$ cat src/rtl/rca_ls_queue.sv
// -----------------------------------------------------------------------------
// rca_ls_queue
//
// Load/store queue sitting between the RCA load/store operation units and the
// single data-memory port. Requests arrive at most one per cycle, are buffered
// in order, and are issued to memory one at a time. Only one memory operation
// is ever outstanding, so read responses return in issue order. Load results
// are lane-extracted and sign/zero-extended before being handed back.
//
// Optional feature (compile-time macro):
//   RCA_LSQ_FULL_BYPASS_EN - when defined, a full queue still accepts a new
//                            request in the same cycle the head entry pops;
//                            the new entry reuses the freed slot.
//
// Parameters:
//   XLEN   data/address width; byte enables are 4 bits, so XLEN is 32
//   DEPTH  number of queue entries (power of two, >= 2)
//
// Ports:
//   clk, rst        clock, asynchronous active-high reset
//   addr, data      request byte address and store data
//   fn3             access type: 000 B, 001 H, 010 W, 100 BU, 101 HU
//   load, store     request kind (exactly one must be set, else dropped)
//   new_request     enqueue strobe
//   lsq_full        queue cannot accept a request this cycle
//   load_data       extracted and extended load result
//   load_complete   one-cycle pulse, load_data valid
//   mem_addr        word-aligned address of the head entry
//   mem_wdata       lane-replicated store data
//   mem_be          byte enables
//   mem_rd, mem_wr  memory read / write qualifiers
//   mem_req         memory request valid
//   mem_ack         memory accepts the request in the same cycle
//   mem_rvalid      read data valid
//   mem_rdata       read data word
// -----------------------------------------------------------------------------
`timescale 1ns/1ps

module rca_ls_queue #(
    parameter int XLEN  = 32,
    parameter int DEPTH = 4
) (
    input  logic            clk,
    input  logic            rst,
    input  logic [XLEN-1:0] addr,
    input  logic [XLEN-1:0] data,
    input  logic [2:0]      fn3,
    input  logic            load,
    input  logic            store,
    input  logic            new_request,
    output logic            lsq_full,
    output logic [XLEN-1:0] load_data,
    output logic            load_complete,
    output logic [XLEN-1:0] mem_addr,
    output logic [XLEN-1:0] mem_wdata,
    output logic [3:0]      mem_be,
    output logic            mem_rd,
    output logic            mem_wr,
    output logic            mem_req,
    input  logic            mem_ack,
    input  logic            mem_rvalid,
    input  logic [XLEN-1:0] mem_rdata
);

    localparam int PTR_W = (DEPTH > 1) ? $clog2(DEPTH) : 1;
    localparam int CNT_W = PTR_W + 1;
    localparam logic [CNT_W-1:0] FULL_CNT = CNT_W'(DEPTH);

    typedef enum logic [0:0] {
        ST_IDLE    = 1'b0,
        ST_WAIT_RD = 1'b1
    } state_t;

    // -------------------------------------------------------------------------
    // Helper functions
    // -------------------------------------------------------------------------

    // Pick the addressed byte/halfword out of a read word and extend it.
    function automatic logic [XLEN-1:0] extract_load(
        input logic [XLEN-1:0] word,
        input logic [2:0]      f3,
        input logic [1:0]      off
    );
        logic [7:0]      b;
        logic [15:0]     h;
        logic [XLEN-1:0] res;
        case (off)
            2'b00:   b = word[7:0];
            2'b01:   b = word[15:8];
            2'b10:   b = word[23:16];
            default: b = word[31:24];
        endcase
        // Halfword lane selected by addr[1]; addr[0] is ignored.
        if (off[1]) begin
            h = word[31:16];
        end else begin
            h = word[15:0];
        end
        case (f3)
            3'b000:  res = {{(XLEN-8){b[7]}}, b};
            3'b001:  res = {{(XLEN-16){h[15]}}, h};
            3'b100:  res = {{(XLEN-8){1'b0}}, b};
            3'b101:  res = {{(XLEN-16){1'b0}}, h};
            default: res = word;
        endcase
        return res;
    endfunction

    // Byte enables for the head access; loads always read the whole word.
    function automatic logic [3:0] access_be(
        input logic       is_load,
        input logic [2:0] f3,
        input logic [1:0] off
    );
        logic [3:0] be;
        if (is_load) begin
            be = 4'b1111;
        end else begin
            case (f3)
                3'b000:  be = 4'b0001 << off;
                3'b001:  be = off[1] ? 4'b1100 : 4'b0011;
                default: be = 4'b1111;
            endcase
        end
        return be;
    endfunction

    // Replicate sub-word store data across every lane so the enables alone
    // select what memory writes.
    function automatic logic [XLEN-1:0] store_lanes(
        input logic [XLEN-1:0] d,
        input logic [2:0]      f3
    );
        logic [XLEN-1:0] w;
        case (f3)
            3'b000:  w = {(XLEN/8){d[7:0]}};
            3'b001:  w = {(XLEN/16){d[15:0]}};
            default: w = d;
        endcase
        return w;
    endfunction

    // -------------------------------------------------------------------------
    // Queue storage and bookkeeping
    // -------------------------------------------------------------------------
    logic [XLEN-1:0]  q_addr_r  [DEPTH];
    logic [XLEN-1:0]  q_data_r  [DEPTH];
    logic [2:0]       q_fn3_r   [DEPTH];
    logic             q_load_r  [DEPTH];
    logic             q_store_r [DEPTH];

    logic [PTR_W-1:0] head_r;
    logic [PTR_W-1:0] tail_r;
    logic [CNT_W-1:0] count_r;

    state_t           state_r;
    state_t           state_n_s;

    logic [2:0]       rd_fn3_r;
    logic [1:0]       rd_off_r;
    logic [XLEN-1:0]  load_data_r;
    logic             load_complete_r;

    logic             empty_s;
    logic             req_ok_s;
    logic             push_s;
    logic             pop_s;
    logic             lsq_full_s;

    logic [XLEN-1:0]  head_addr_s;
    logic [XLEN-1:0]  head_data_s;
    logic [2:0]       head_fn3_s;
    logic             head_load_s;
    logic             head_store_s;

    logic             mem_req_s;
    logic             mem_rd_s;
    logic             mem_wr_s;
    logic [3:0]       mem_be_s;
    logic [XLEN-1:0]  mem_wdata_s;

    assign empty_s      = (count_r == {CNT_W{1'b0}});
    assign head_addr_s  = q_addr_r[head_r];
    assign head_data_s  = q_data_r[head_r];
    assign head_fn3_s   = q_fn3_r[head_r];
    assign head_load_s  = q_load_r[head_r];
    assign head_store_s = q_store_r[head_r];

    // A request that is both or neither load/store is never enqueued.
    assign req_ok_s = load ^ store;

    // The head pops whenever IDLE has something to issue and memory acks it.
    assign pop_s = (state_r == ST_IDLE) && !empty_s && mem_ack;

`ifdef RCA_LSQ_FULL_BYPASS_EN
    // A pop in the same cycle frees a slot for the incoming request.
    assign lsq_full_s = (count_r == FULL_CNT) && !pop_s;
`else
    assign lsq_full_s = (count_r == FULL_CNT);
`endif

    assign push_s = new_request && !lsq_full_s && req_ok_s;

    // Entry payload write at the tail slot; storage needs no reset because
    // count gates every read.
    always_ff @(posedge clk) begin
        if (push_s) begin
            q_addr_r[tail_r]  <= addr;
            q_data_r[tail_r]  <= data;
            q_fn3_r[tail_r]   <= fn3;
            q_load_r[tail_r]  <= load;
            q_store_r[tail_r] <= store;
        end
    end

    // Head/tail pointers (natural wrap at DEPTH) and occupancy count.
    always_ff @(posedge clk or posedge rst) begin
        if (rst) begin
            head_r  <= {PTR_W{1'b0}};
            tail_r  <= {PTR_W{1'b0}};
            count_r <= {CNT_W{1'b0}};
        end else begin
            if (push_s) begin
                tail_r <= tail_r + {{(PTR_W-1){1'b0}}, 1'b1};
            end
            if (pop_s) begin
                head_r <= head_r + {{(PTR_W-1){1'b0}}, 1'b1};
            end
            case ({push_s, pop_s})
                2'b10:   count_r <= count_r + {{(CNT_W-1){1'b0}}, 1'b1};
                2'b01:   count_r <= count_r - {{(CNT_W-1){1'b0}}, 1'b1};
                default: count_r <= count_r;
            endcase
        end
    end

    // -------------------------------------------------------------------------
    // Issue FSM
    // -------------------------------------------------------------------------

    // FSM state register.
    always_ff @(posedge clk or posedge rst) begin
        if (rst) begin
            state_r <= ST_IDLE;
        end else begin
            state_r <= state_n_s;
        end
    end

    // FSM next-state logic: loads wait for their read data, stores do not.
    always_comb begin
        state_n_s = state_r;
        case (state_r)
            ST_IDLE: begin
                if (pop_s && head_load_s) begin
                    state_n_s = ST_WAIT_RD;
                end else begin
                    state_n_s = ST_IDLE;
                end
            end
            ST_WAIT_RD: begin
                if (mem_rvalid) begin
                    state_n_s = ST_IDLE;
                end else begin
                    state_n_s = ST_WAIT_RD;
                end
            end
            default: state_n_s = ST_IDLE;
        endcase
    end

    // FSM outputs: the memory port is driven from the head entry while IDLE.
    always_comb begin
        mem_req_s   = 1'b0;
        mem_rd_s    = 1'b0;
        mem_wr_s    = 1'b0;
        mem_be_s    = 4'b0000;
        mem_wdata_s = {XLEN{1'b0}};
        case (state_r)
            ST_IDLE: begin
                if (!empty_s) begin
                    mem_req_s   = 1'b1;
                    mem_rd_s    = head_load_s;
                    mem_wr_s    = head_store_s;
                    mem_be_s    = access_be(head_load_s, head_fn3_s, head_addr_s[1:0]);
                    mem_wdata_s = store_lanes(head_data_s, head_fn3_s);
                end else begin
                    mem_req_s   = 1'b0;
                end
            end
            ST_WAIT_RD: begin
                mem_req_s = 1'b0;
            end
            default: begin
                mem_req_s = 1'b0;
            end
        endcase
    end

    // Remember how to extract the pending load's data once it returns.
    always_ff @(posedge clk or posedge rst) begin
        if (rst) begin
            rd_fn3_r <= 3'b000;
            rd_off_r <= 2'b00;
        end else if (pop_s && head_load_s) begin
            rd_fn3_r <= head_fn3_s;
            rd_off_r <= head_addr_s[1:0];
        end
    end

    // Load result register and single-cycle completion pulse; read data
    // arriving outside WAIT_RD is ignored.
    always_ff @(posedge clk or posedge rst) begin
        if (rst) begin
            load_data_r     <= {XLEN{1'b0}};
            load_complete_r <= 1'b0;
        end else if ((state_r == ST_WAIT_RD) && mem_rvalid) begin
            load_data_r     <= extract_load(mem_rdata, rd_fn3_r, rd_off_r);
            load_complete_r <= 1'b1;
        end else begin
            load_complete_r <= 1'b0;
        end
    end

    assign lsq_full      = lsq_full_s;
    assign load_data     = load_data_r;
    assign load_complete = load_complete_r;
    assign mem_addr      = {head_addr_s[XLEN-1:2], 2'b00};
    assign mem_wdata     = mem_wdata_s;
    assign mem_be        = mem_be_s;
    assign mem_rd        = mem_rd_s;
    assign mem_wr        = mem_wr_s;
    assign mem_req       = mem_req_s;

endmodule
$ cat config.mk
export PLATFORM = sky130hd
export DESIGN_NAME = rca_ls_queue
export DESIGN_NICKNAME = d
export VERILOG_FILES = /design/src/rtl/rca_ls_queue.sv
export SDC_FILE = /design/constraint.sdc
export NUM_CORES = 1
export LEC_CHECK = 0
export CAP_MARGIN = 20
export CORE_UTILIZATION = 48
export CTS_CLUSTER_SIZE = 20
export DETAILED_ROUTE_END_ITERATION = 6
export PLACE_DENSITY = 0.77
export SLEW_MARGIN = 20
export SYNTH_ARGS = -nofsm -noshare
export SYNTH_HDL_FRONTEND = slang
export SYNTH_SLANG_ARGS = --single-unit
$ cat constraint.sdc
create_clock -name clk -period 3.3 [get_ports clk]
set_clock_uncertainty 0.1 [all_clocks]
set_input_delay 0.825 -clock clk [delete_from_list [all_inputs] [get_ports clk]]
set_output_delay 0.825 -clock clk [all_outputs]
set_load 0.005 [all_outputs]
After elaboration in Yosys (flattened, before gate mapping):

Memories as Yosys holds them, arrays and structs flattened.
Index checks and enable logic that the tools add are counted.

* flip-flop bits (word level): 46
* word-level logic and storage cells: 66
* latch bits: 0
* memory bits (read-only): 0
* memories kept: 5
* RAM bits: 276

* order comparisons: 0
* multipliers: 0
* eq/ne operators: 9
* div/mod/pow operators: 0
* reduce and logical (&&, ||, !) cells: 13
* mux-type cells: 24
* bitwise logic cells: 2
* $add $sub $neg: 4
* shifts and indexed selects: 1

Memory list
* q_addr_r: depth 4, width 32, read ports 1, clocked after memory_dff 0, write ports 1, RTL line 146 `logic [XLEN-1:0] q_addr_r [DEPTH];`
* q_data_r: depth 4, width 32, read ports 1, clocked after memory_dff 0, write ports 1, RTL line 147 `logic [XLEN-1:0] q_data_r [DEPTH];`
* q_fn3_r: depth 4, width 3, read ports 1, clocked after memory_dff 0, write ports 1, RTL line 148 `logic [2:0] q_fn3_r [DEPTH];`
* q_load_r: depth 4, width 1, read ports 1, clocked after memory_dff 0, write ports 1, RTL line 149 `logic q_load_r [DEPTH];`
* q_store_r: depth 4, width 1, read ports 1, clocked after memory_dff 0, write ports 1, RTL line 150 `logic q_store_r [DEPTH];`

Operator list (count)
* $pmux W32 S4: 1
* $mux W32: 2
* $pmux W32 S2: 1
* $pmux W8 S3: 1
* $mux W16: 1
* $mux W4: 4
* $mux W1: 10
* $eq A3 B3 Y1 const B: 3
* $logic_not A3 Y1: 3
* $pmux W4 S2: 1
* $eq A3 B1 Y1 const B: 2
* $logic_and A1 B1 Y1: 6
* $pmux W3 S2: 1
* $add A2 B1 Y2 const B: 2
* $eq A2 B1 Y1 const B: 2
* $eq A2 B2 Y1 const B: 2
* $pmux W1 S2: 2
* $shl A1 B2 Y4 const A: 1
* $add A3 B1 Y3 const B: 1
* $sub A3 B1 Y3 const B: 1
* $logic_not A1 Y1: 2
* $logic_not A2 Y1: 1
* $reduce_bool A2 Y1: 1
* $not A1 Y1: 1
* $xor A1 B1 Y1: 1

Depth between registers and ports, before layout:

Gate-level depths: netlist of the first run.

* depth in word-level cells: 7
* mapped depth: 11

Worst setup path after synthesis of the first run:

OpenSTA, ideal clock, no wires.

* path type: input port to flip-flop
* start: input port load
* end: memory q_addr_r[2][0], enable pin
* stages on the path: 4
* data arrival time: 2.954 ns
* path buffers: 0
* slack: -0.189 ns
* data required time: 2.765 ns
* cells stage by stage: xor2_1 > nand2_1 > nor2_1 > and2_1

* word-level cells in the longest chain between the ends: 4

RTL lines
* start, declared: RTL line 48 `input logic load,`
* $xor A1 B1 Y1: RTL line 190 `assign req_ok_s = load ^ store;`
* $logic_and A1 B1 Y1: RTL line 202 `assign push_s = new_request && !lsq_full_s && req_ok_s;`
* $mux W1: RTL line 207 `if (push_s) begin`
* $mux W1 (not written as such): RTL line 208 `q_addr_r[tail_r] <= addr;`
* end, declared: RTL line 146

No other way between the ends.

Worst setup path in the final report of the first run:

* start: register head_r[0]
* end: output port mem_wdata[17]

* word-level cells in the longest chain between the ends: 5
* elaborated cells between the ends (all ways): 7
* classes of those cells: eq/ne: 1; mux: 3; reduce/logical: 1; memory: 2

RTL lines
* start, declared: RTL line 152 `logic [PTR_W-1:0] head_r;`
* start signal, assigned: RTL line 219 `head_r <= {PTR_W{1'b0}};`
* start signal, assigned: RTL line 227 `head_r <= head_r + {{(PTR_W-1){1'b0}}, 1'b1};`
* $mem_v2 Z4 W3
* $eq A3 B1 Y1 or $logic_not A3 Y1 (tied branches): RTL line 135 `case (f3)`
* $pmux W32 S2 *: RTL line 135
* $mux W32 *: RTL line 281 `if (!empty_s) begin`
* $mux W32 *: RTL line 279 `case (state_r)`
* end, declared: RTL line 55 `output logic [XLEN-1:0] mem_wdata,`

Mark *: on every way between the ends. The rest lies on a longest branch, timed or not.

==> results.json, run 1 <==
{
  "status": "complete, but fails checks",
  "failed_checks": "setup timing",
  "synth_seq_area_share": 0.7197,
  "finalCriticalPeriod_ps": 3450,
  "synthCells": 733,
  "period_share": 1.045,
  "synth-async-reset-ratio": 0.1429,
  "setup_viol": 32,
  "synth_edf_count": 276,
  "grt_use_total": 0.2209,
  "yosysTopAreaCell": "edfxtp_1",
  "die_w_um": 167.3,
  "pin_count": 211,
  "yosys_most_used_dff": "edfxtp_1",
  "seq_area_um2": 9447,
  "antenna_cells": 0,
  "synth_seq_cells": 322,
  "p_leak_nw": 6.306,
  "nFillCells": 1904,
  "maxSlewViolCount": 0,
  "yosysMostFrequentCell": "edfxtp_1",
  "slew_headroom": 0.4653,
  "viasPerCell": 5.536,
  "yosys.cell_types.count": 37,
  "wirelength_mm": 30.59,
  "rows": 60,
  "netlist.area_leader.share": 0.6319,
  "cp-end-kind": "output port",
  "cp.required_ps": 2370,
  "grt_max_degree": 50,
  "clock_latency_ps": 510,
  "start_kind": "flop",
  "multi_input_area_um2": 3271,
  "grt_setup_unrepaired": "yes",
  "fin_util": 0.6417,
  "fin_nets": 1112,
  "netlist_top_cells_area": "edfxtp_1, mux4_2, dfrtp_1",
  "whs_ps": 380.7,
  "place_congestion": 0.8257,
  "antenna_found_initial": 1,
  "die_h_um": 167.3,
  "crit_fanout": 7,
  "cts_tree": "built",
  "start_util": 0.4880,
  "num_vias": 7557,
  "power.total_w": 0.01558,
  "port_buffers": 208,
  "clockBufferDepth": 3,
  "drtPass1Iterations": 7,
  "routedWlPerCell_um": 22.41,
  "place_inst": 1243,
  "critical_path_class": "flop to output port",
  "maxCapViolations": 0,
  "syn_to_final_growth_pct": 31.50,
  "synth_area_um2": 13120,
  "final_hold_viol_count": 0,
  "core_area_um2": 26880,
  "detail-route-antenna-nets": 0,
  "fin_ws_ps": -149.6,
  "dp_hpwl_mm": 18.54,
  "worst_pin_slew_ps": 802.1,
  "postSynthAreaPerCell_um2": 17.89,
  "power_density_nw_per_um2": 903.4,
  "dieArea_um2": 27990,
  "drc_errors": 0,
  "max_freq_ghz": 0.2899,
  "drive_gt1_frac": 0.2803,
  "synthTopCellsByCount": "edfxtp_1, mux4_2, dfrtp_1",
  "htree_levels": 2,
  "clkTransAtPathRegs_ps": 60,
  "cts_hold_buffers": 0,
  "arrival_ps": 2520,
  "finish.cell_count_without_fillers": 1365,
  "yosysWarnings": 0,
  "peakVddDrop_uv": 563.8,
  "grt_pass1_vias": 7828,
  "grt_overflow": 0,
  "initialDrtViolationCount": 663,
  "hold_path.class": "flop to flop",
  "root_buffer": "clkbuf_16",
  "cts_made_buffers": 34,
  "grt_pass1_wl_mm": 46.00,
  "post-place-ws_ps": 48.47,
  "cts_sinks": 322
}
[area by class of cell]
type / count / share of cell area
clock buffer: 39 / 0.05042
clock inverter: 21 / 0.008343
inverter: 11 / 0.002394
multi-input combinational: 329 / 0.1896
sequential: 322 / 0.5477
tap: 341 / 0.02474
timing repair buffer: 302 / 0.1767
[report_power, final]
| part | switching, W | internal, W | leakage (nW) |
|---|---|---|---|
| Clock | 0.00151 | 0.00198 | 0.503 |
| Combinational | 0.00295 | 0.00366 | 2.74 |
| Sequential | 0.000374 | 0.00510 | 3.06 |
[worst paths after layout]
check	end	cells after the start	slack, ps	from
worst min-delay path	load_data[3]$_DFFE_PP0P_	2	380	load_data[3]$_DFFE_PP0P_
worst max-delay path	mem_wdata[17]	9	-150	head_r[0]$_DFFE_PP0P_
min in group asynchronous	load_data[12]$_DFFE_PP0P_	2	550	rst
worst min register to register	load_data[3]$_DFFE_PP0P_	2	380	load_data[3]$_DFFE_PP0P_
max in group asynchronous	load_complete$_DFF_PP0_	3	1910	rst
worst max register to register	count_r[2]$_DFFE_PP0P_	11	820	count_r[0]$_DFFE_PP0P_
[stage by stage]
| stage | setup TNS, ps | cell area, µm² |
|---|---|---|
| 4_1_cts | -2413 | 17260 |
| 2_1_floorplan | 0 | 13120 |
| 3_3_place_gp | 0 | 15620 |
| 3_5_place_dp | 0 | 15620 |
| 5_1_grt | -5338 | 17250 |
| 6_report | -2538 | 17250 |
[kinds of logic after synthesis]
family | Yosys count | synth area share
buf+inv | 83 | 0.03663
simple gates | 139 | 0.05476
compound gates | 66 | 0.02709
other cells | 1 | 0.0002859
xor+xnor | 7 | 0.004675
fa+ha+maj | 6 | 0.006297
flops | 322 | 0.7197
mux | 109 | 0.1505
[routing by layer]
layer,part of all wire,wire [µm],global-route usage,vias up
met5,0.00056,17,0,-
met4,0.021,635,0.06821,2
met3,0.079,2418,0.06381,51
met2,0.51,15450,0.3775,291
met1,0.39,12070,0.2723,3835
li1,-,-,-,3378
[timing repair]
action | CTS | global route
cloned | 8 | 0
pin swaps | 15 | 6
buffers inserted | 51 | 6
endpoints found under the setup margin | 66 | 48
gates resized for setup | 217 | 38
[placed cells by master (no fill, tap or decap), types with 19 or more instances in the layout]
cell type	instances
clkbuf_16	34
mux2i_1	32
nand3_1	39
buf_12	19
mux4_2	70
o21ai_0	23
edfxtp_1	276
buf_4	47
dlygate4sd2_1	20
buf_6	21
dfrtp_1	44
nand2_1	36
buf_2	29
clkdlybuf4s50_1	140
[registers in the layout, summed over array words and instances (netlist names)]
| name | cells |
|---|---|
| rd_fn3_r | 3 |
| head_r | 2 |
| q_store_r | 4 |
| q_fn3_r | 12 |
| q_addr_r | 128 |
| q_data_r | 128 |
| state_r | 1 |
| tail_r | 2 |
| load_data | 32 |
| q_load_r | 4 |
| count_r | 3 |
| load_complete | 1 |
| rd_off_r | 2 |
[worst max-delay path: stages, from the launching register on]
cell	delay [ps]
dfrtp_4	510
buf_4	170
buf_12	120
buf_6	140
buf_16	140
buf_4	140
mux4_2	460
mux2i_1	140
nor2_1	50
buf_2	130
Power figures use the tool's default switching activity.
==> run 2, diff against run 1 <==
--- a/config.mk
+++ b/config.mk
@@ -10,7 +10,6 @@
 export CTS_CLUSTER_SIZE = 20
 export DETAILED_ROUTE_END_ITERATION = 6
 export PLACE_DENSITY = 0.77
-export SLEW_MARGIN = 20
 export SYNTH_ARGS = -nofsm -noshare
 export SYNTH_HDL_FRONTEND = slang
 export SYNTH_SLANG_ARGS = --single-unit
==> results of run 2 <==
Final layout, timing and power as in run 1 (identical DEF).
==> edit 1, RTL diff (settings of run 2) <==
`DEPTH`: 4 -> 2.
--- a/src/rtl/rca_ls_queue.sv
+++ b/src/rtl/rca_ls_queue.sv
@@ -38,7 +38,7 @@
 
 module rca_ls_queue #(
     parameter int XLEN  = 32,
-    parameter int DEPTH = 4
+    parameter int DEPTH = 2
 ) (
     input  logic            clk,
     input  logic            rst,
Check against the original RTL: not equivalent (Yosys sat finds a counterexample within 4 cycles, from zero or initial values and one cycle with rst high).
==> edit 1 against run 2 <==
- the run still ends with setup timing left
- combinational power down 36%
- first-iteration DRC count down 53%
- highest routed layer is now met4
- synthesized area down 38%
- cell count down 26%
- worst setup slack better by 0.11 ns
- via count down 27%
- register-to-register slack better by 0.42 ns
- sequential share of layout area down 7.5 points
- global-route usage up 0.98 points
- power down 39%
- largest power group unchanged
- routed wire length down 36%
- sequential cell count down 141
- largest cell class unchanged
- final area down 36%
==> edit 1: results (changes against run 2) <==
Status
  – Status: finished, violations left
  – Failing checks: setup timing

Critical path
  – CP max FO: 21 (+14)
  – Worst EP arrival: 2.41 ns (-0.11 ns)

Yosys
  – Synth area leaders: edfxtp_1, dfrtp_1, mux2_2
  – Top post-synthesis cells by count: edfxtp_1, mux2_2, dfrtp_1, nand2_1, mux2i_1
  – Post-synth EDFFs: 138 (-50%)
  – Asr flop ratio synth: 23.8% (+9.5 points)
  – Synth Area per Inst: 13.9 um2 (-22%)
  – Sequential area share after synthesis: 64.5% (-7.4 points)

STA
  – Setup_tns: -0.0451 ns (+2.49 ns)
  – Setup ws final: -0.0359 ns (+0.114 ns)
  – Setup violations, final: 2 (-94%)
  – Worst slew pin tran: 0.776 ns (-0.0264 ns)

GRT
  – Pin count of the biggest net entering global routing: 70 (+40%)
  – First-pass GRT wire length: 30.3 mm (-34%)
  – Vias in the first global route: 5649 (-28%)

Placement
  – Dpl hpwl: 13.1 mm (-29%)
  – Gpl congestion: 0.909 (+10%)
  – Placed insts: 959 (-23%)
  – Setup WS pre-CTS: 0.241 ns (+0.192 ns)
  – Post-DP Area: 10200 um2 (-35%)

Route
  – Final wirelength: 19.6 mm (-36%)
  – Top Metal Used: met4
  – Met3 wire length: 1.69 mm (-30%)
  – Router iterations before antenna repair: 4 (-3)
  – DR WL/cell: 19.5 um (-13%)
  – Via Count: 5502 (-27%)
  – DRT met1 WL: 7.70 mm (-36%)
  – Metal2 WL: 9.79 mm (-37%)

Clock network
  – Clock H-tree levels: 4 (+2)
  – Clock Latency Late Sink: 0.42 ns (-0.09 ns)
  – Clk buf depth: 2 (-1)
  – TritonCTS Buffers: 17 (-50%)

Layout
  – # fillers: 1156 (-39%)
  – Layout Nets: 878 (-21%)
  – Storage element area: 5220 um2 (-45%)

Power
  – Leakage: 4.14 nW (-34%)
  – Peak VDD IR: 0.461 mV (-18%)
-- edit 1: changes by cell type in the layout (fill, tap and decap cells not counted), moves of 28 or more --
cell / change
buf_4: -33
mux2_2: +40
clkdlybuf4s50_1: +42
edfxtp_1: -138
mux4_2: -70
buf_2: -28
-- edit 1: area by class of cell --
cell class,count,share of cell area [%]
antenna,1,0.0227
timing repair buffer,232,21.6
inverter,5,0.170
clock buffer,17,3.85
multi-input combinational,334,23.0
clock inverter,15,1.52
sequential,181,47.3
tap,220,2.49
-- edit 1: power by group --
part	switching [mW]	internal, mW
Sequential	0.303	2.97
Clock	0.889	1.14
Combinational	1.91	2.29
Total	3.10	6.40
-- edit 1: repair_timing --
action | in CTS | in global routing
resized for setup | 55 | 11
cloned | 4 | 0
buffers inserted | 9 | 0
endpoints found under the setup margin | 28 | 9
pin swaps | 4 | 0
-- edit 1: cells by family (layout without fill, tap and decap cells) --
group	count (synthesis)	in the layout	share of synthesized area [%]
compound gates	74	75	7.07
xor+xnor	6	6	0.650
fa+ha+maj	1	1	0.155
buf+inv	68	269	5.71
flops	181	181	64.5
mux	90	91	12.0
other cells	1	3	0.0464
simple gates	159	159	9.81
-- edit 1: path summary, 6_finish.rpt --
kind	startpoint	to	slack (ns)
max	head_r$_DFFE_PP0P_	mem_wdata[18]	-0.04
min	load_data[25]$_DFFE_PP0P_	load_data[25]$_DFFE_PP0P_	0.39
max reg2reg	count_r[0]$_DFFE_PP0P_	count_r[1]$_DFFE_PP0P_	1.24
min reg2reg	load_data[25]$_DFFE_PP0P_	load_data[25]$_DFFE_PP0P_	0.39
max in group asynchronous	rst	head_r$_DFFE_PP0P_	1.95
min in group asynchronous	rst	tail_r$_DFFE_PP0P_	0.74
-- edit 1: worst max-delay path: cells and delay by family (launching register included) --
family                 cells  cell delay, ns
buffers and inverters      2            0.80
AO/OA/AOI/OAI              2            0.59
flip-flops                 1            0.58
-- edit 1: metal layers --
metal,GRT usage [%],vias to the layer above
li1,-,2513
met1,27.8,2712
met2,38.8,246
met3,7.54,31
met4,8.27,0
met5,0,-
==> edit 2, RTL diff (config.mk and constraints of run 2) <==
Without the edit above. Reset style: synchronous (`rst`), changed in 4 clocked blocks. Comments in the files are not updated.
--- a/src/rtl/rca_ls_queue.sv
+++ b/src/rtl/rca_ls_queue.sv
@@ -214,7 +214,7 @@
     end
 
     // Head/tail pointers (natural wrap at DEPTH) and occupancy count.
-    always_ff @(posedge clk or posedge rst) begin
+    always_ff @(posedge clk) begin
         if (rst) begin
             head_r  <= {PTR_W{1'b0}};
             tail_r  <= {PTR_W{1'b0}};
@@ -239,7 +239,7 @@
     // -------------------------------------------------------------------------
 
     // FSM state register.
-    always_ff @(posedge clk or posedge rst) begin
+    always_ff @(posedge clk) begin
         if (rst) begin
             state_r <= ST_IDLE;
         end else begin
@@ -298,7 +298,7 @@
     end
 
     // Remember how to extract the pending load's data once it returns.
-    always_ff @(posedge clk or posedge rst) begin
+    always_ff @(posedge clk) begin
         if (rst) begin
             rd_fn3_r <= 3'b000;
             rd_off_r <= 2'b00;
@@ -310,7 +310,7 @@
 
     // Load result register and single-cycle completion pulse; read data
     // arriving outside WAIT_RD is ignored.
-    always_ff @(posedge clk or posedge rst) begin
+    always_ff @(posedge clk) begin
         if (rst) begin
             load_data_r     <= {XLEN{1'b0}};
             load_complete_r <= 1'b0;
Check against the original RTL: differs if rst is asserted again (counterexample within 4 cycles, from zero or initial values and one cycle with rst high); with rst held inactive, the same outputs for 4 cycles.
==> edit 2 against run 2 <==
- the run still ends with setup timing left
- die area up 0.32%
- routed wire length up 1.2%
- sequential cell count is 2 higher
- non-clock buffer count down 5
- power down 21%
- clock power shrank 1%
- sequential power decreased by 12%
- worst setup slack about the same
- synthesized area is 0.32% higher
- final area barely moved
==> edit 2: results (changes against run 2) <==
Status
  – Status: finished, violations left
  – Failing checks: setup timing

Route
  – Final wirelength: 31.0 mm (+1.2%)
  – DR WL/cell: 22.2 um (-1.1%)
  – Via Count: 7872 (+4.2%)
  – Router iterations before antenna repair: 5 (-2)

Layout
  – #MultiIn Comb: 364 (+11%)
  – Non-clock buffer count: 297 (-1.7%)
  – # fillers: 1867 (-1.9%)
  – Storage element area: 9260 um2 (-2.0%)
  – Clk_buf instances: 45 (+15%)
  – Layout cell share with drive strength beyond 1: 26.4% (-1.6 points)

Yosys
  – Synth Area per Inst: 17.0 um2 (-5.2%)
  – Synth area leaders: edfxtp_1, mux4_2, dfxtp_1
  – Top post-synthesis cells by count: edfxtp_1, mux4_2, nand2_1, dfxtp_1, nor2_1
  – Asr flop ratio synth: 0% (-14 points)
  – Yosys cell types: 46 (+24%)
  – Adder-Cell Fraction of Synth Area: 0.628% (-0.0020 points)
  – Multiplexer share of the synthesized area: 14.1% (-0.97 points)
  – Sequential area share after synthesis: 70.3% (-1.7 points)

Power
  – Logic gate share of total power: 33.1% (-9.3 points)
  – Peak VDD IR: 0.505 mV (-10%)
  – Clk. pwr: 3.44 mW (-1%)
  – Total power: 12.3 mW (-21%)
  – Leakage: 5.91 nW (-6.3%)
  – Internal cell power: 8.85 mW (-18%)

Critical path
  – CP max FO: 6 (-1)
  – Crit-path max cell delay: 0.60 ns (+0.09 ns)

Floorplanning
  – Die area: 28100 um2 (+0.32%)

STA
  – Setup violations, final: 15 (-53%)
  – Setup ws final: -0.149 ns (+0.000188 ns)

Placement
  – Gpl congestion: 0.896 (+8.5%)
  – Post-DP Area: 15600 um2 (-0.44%)
  – Placed insts: 1279 (+2.9%)

GRT
  – Pin count of the biggest net entering global routing: 51 (+2.0%)
  – First-pass GRT wire length: 46.3 mm (+0.70%)
  – Initial antenna violation count: 2 (+1)
  – GR Util All Layers: 22.0% (-0.12 points)

Clock network
  – CTS sink cnt: 324 (+0.62%)
-- edit 2: timing repair --
| action | 4_1_cts | 5_1_grt |
|---|---|---|
| setup buffers | 43 | 17 |
| cloned | 5 | 1 |
| endpoints found under the setup margin | 57 | 39 |
| pin swaps | 13 | 9 |
| resized for setup | 185 | 36 |
-- edit 2: worst paths after layout --
path / from / end / slack [ns] / cells after the start
worst max-delay path: flop / mem_wdata[11] / -0.15 / 9
worst min-delay path: load_data[14]$_SDFFE_PP0P_ / load_data[14]$_SDFFE_PP0P_ / 0.37 / 2
worst max register to register: count_r[0]$_SDFFE_PP0P_ / count_r[2]$_SDFFE_PP0P_ / 0.82 / 9
worst min register to register: load_data[14]$_SDFFE_PP0P_ / load_data[14]$_SDFFE_PP0P_ / 0.37 / 2
-- edit 2: routing by layer --
metal	wire length [um]	track usage, %	up-vias	share of wire, %
met3	2620	5.81	61	8.5
li1	-	-	3519	-
met4	992	9.13	0	3.2
met5	0	0	-	0
met2	15600	37.2	346	50
met1	11700	26.7	3946	38
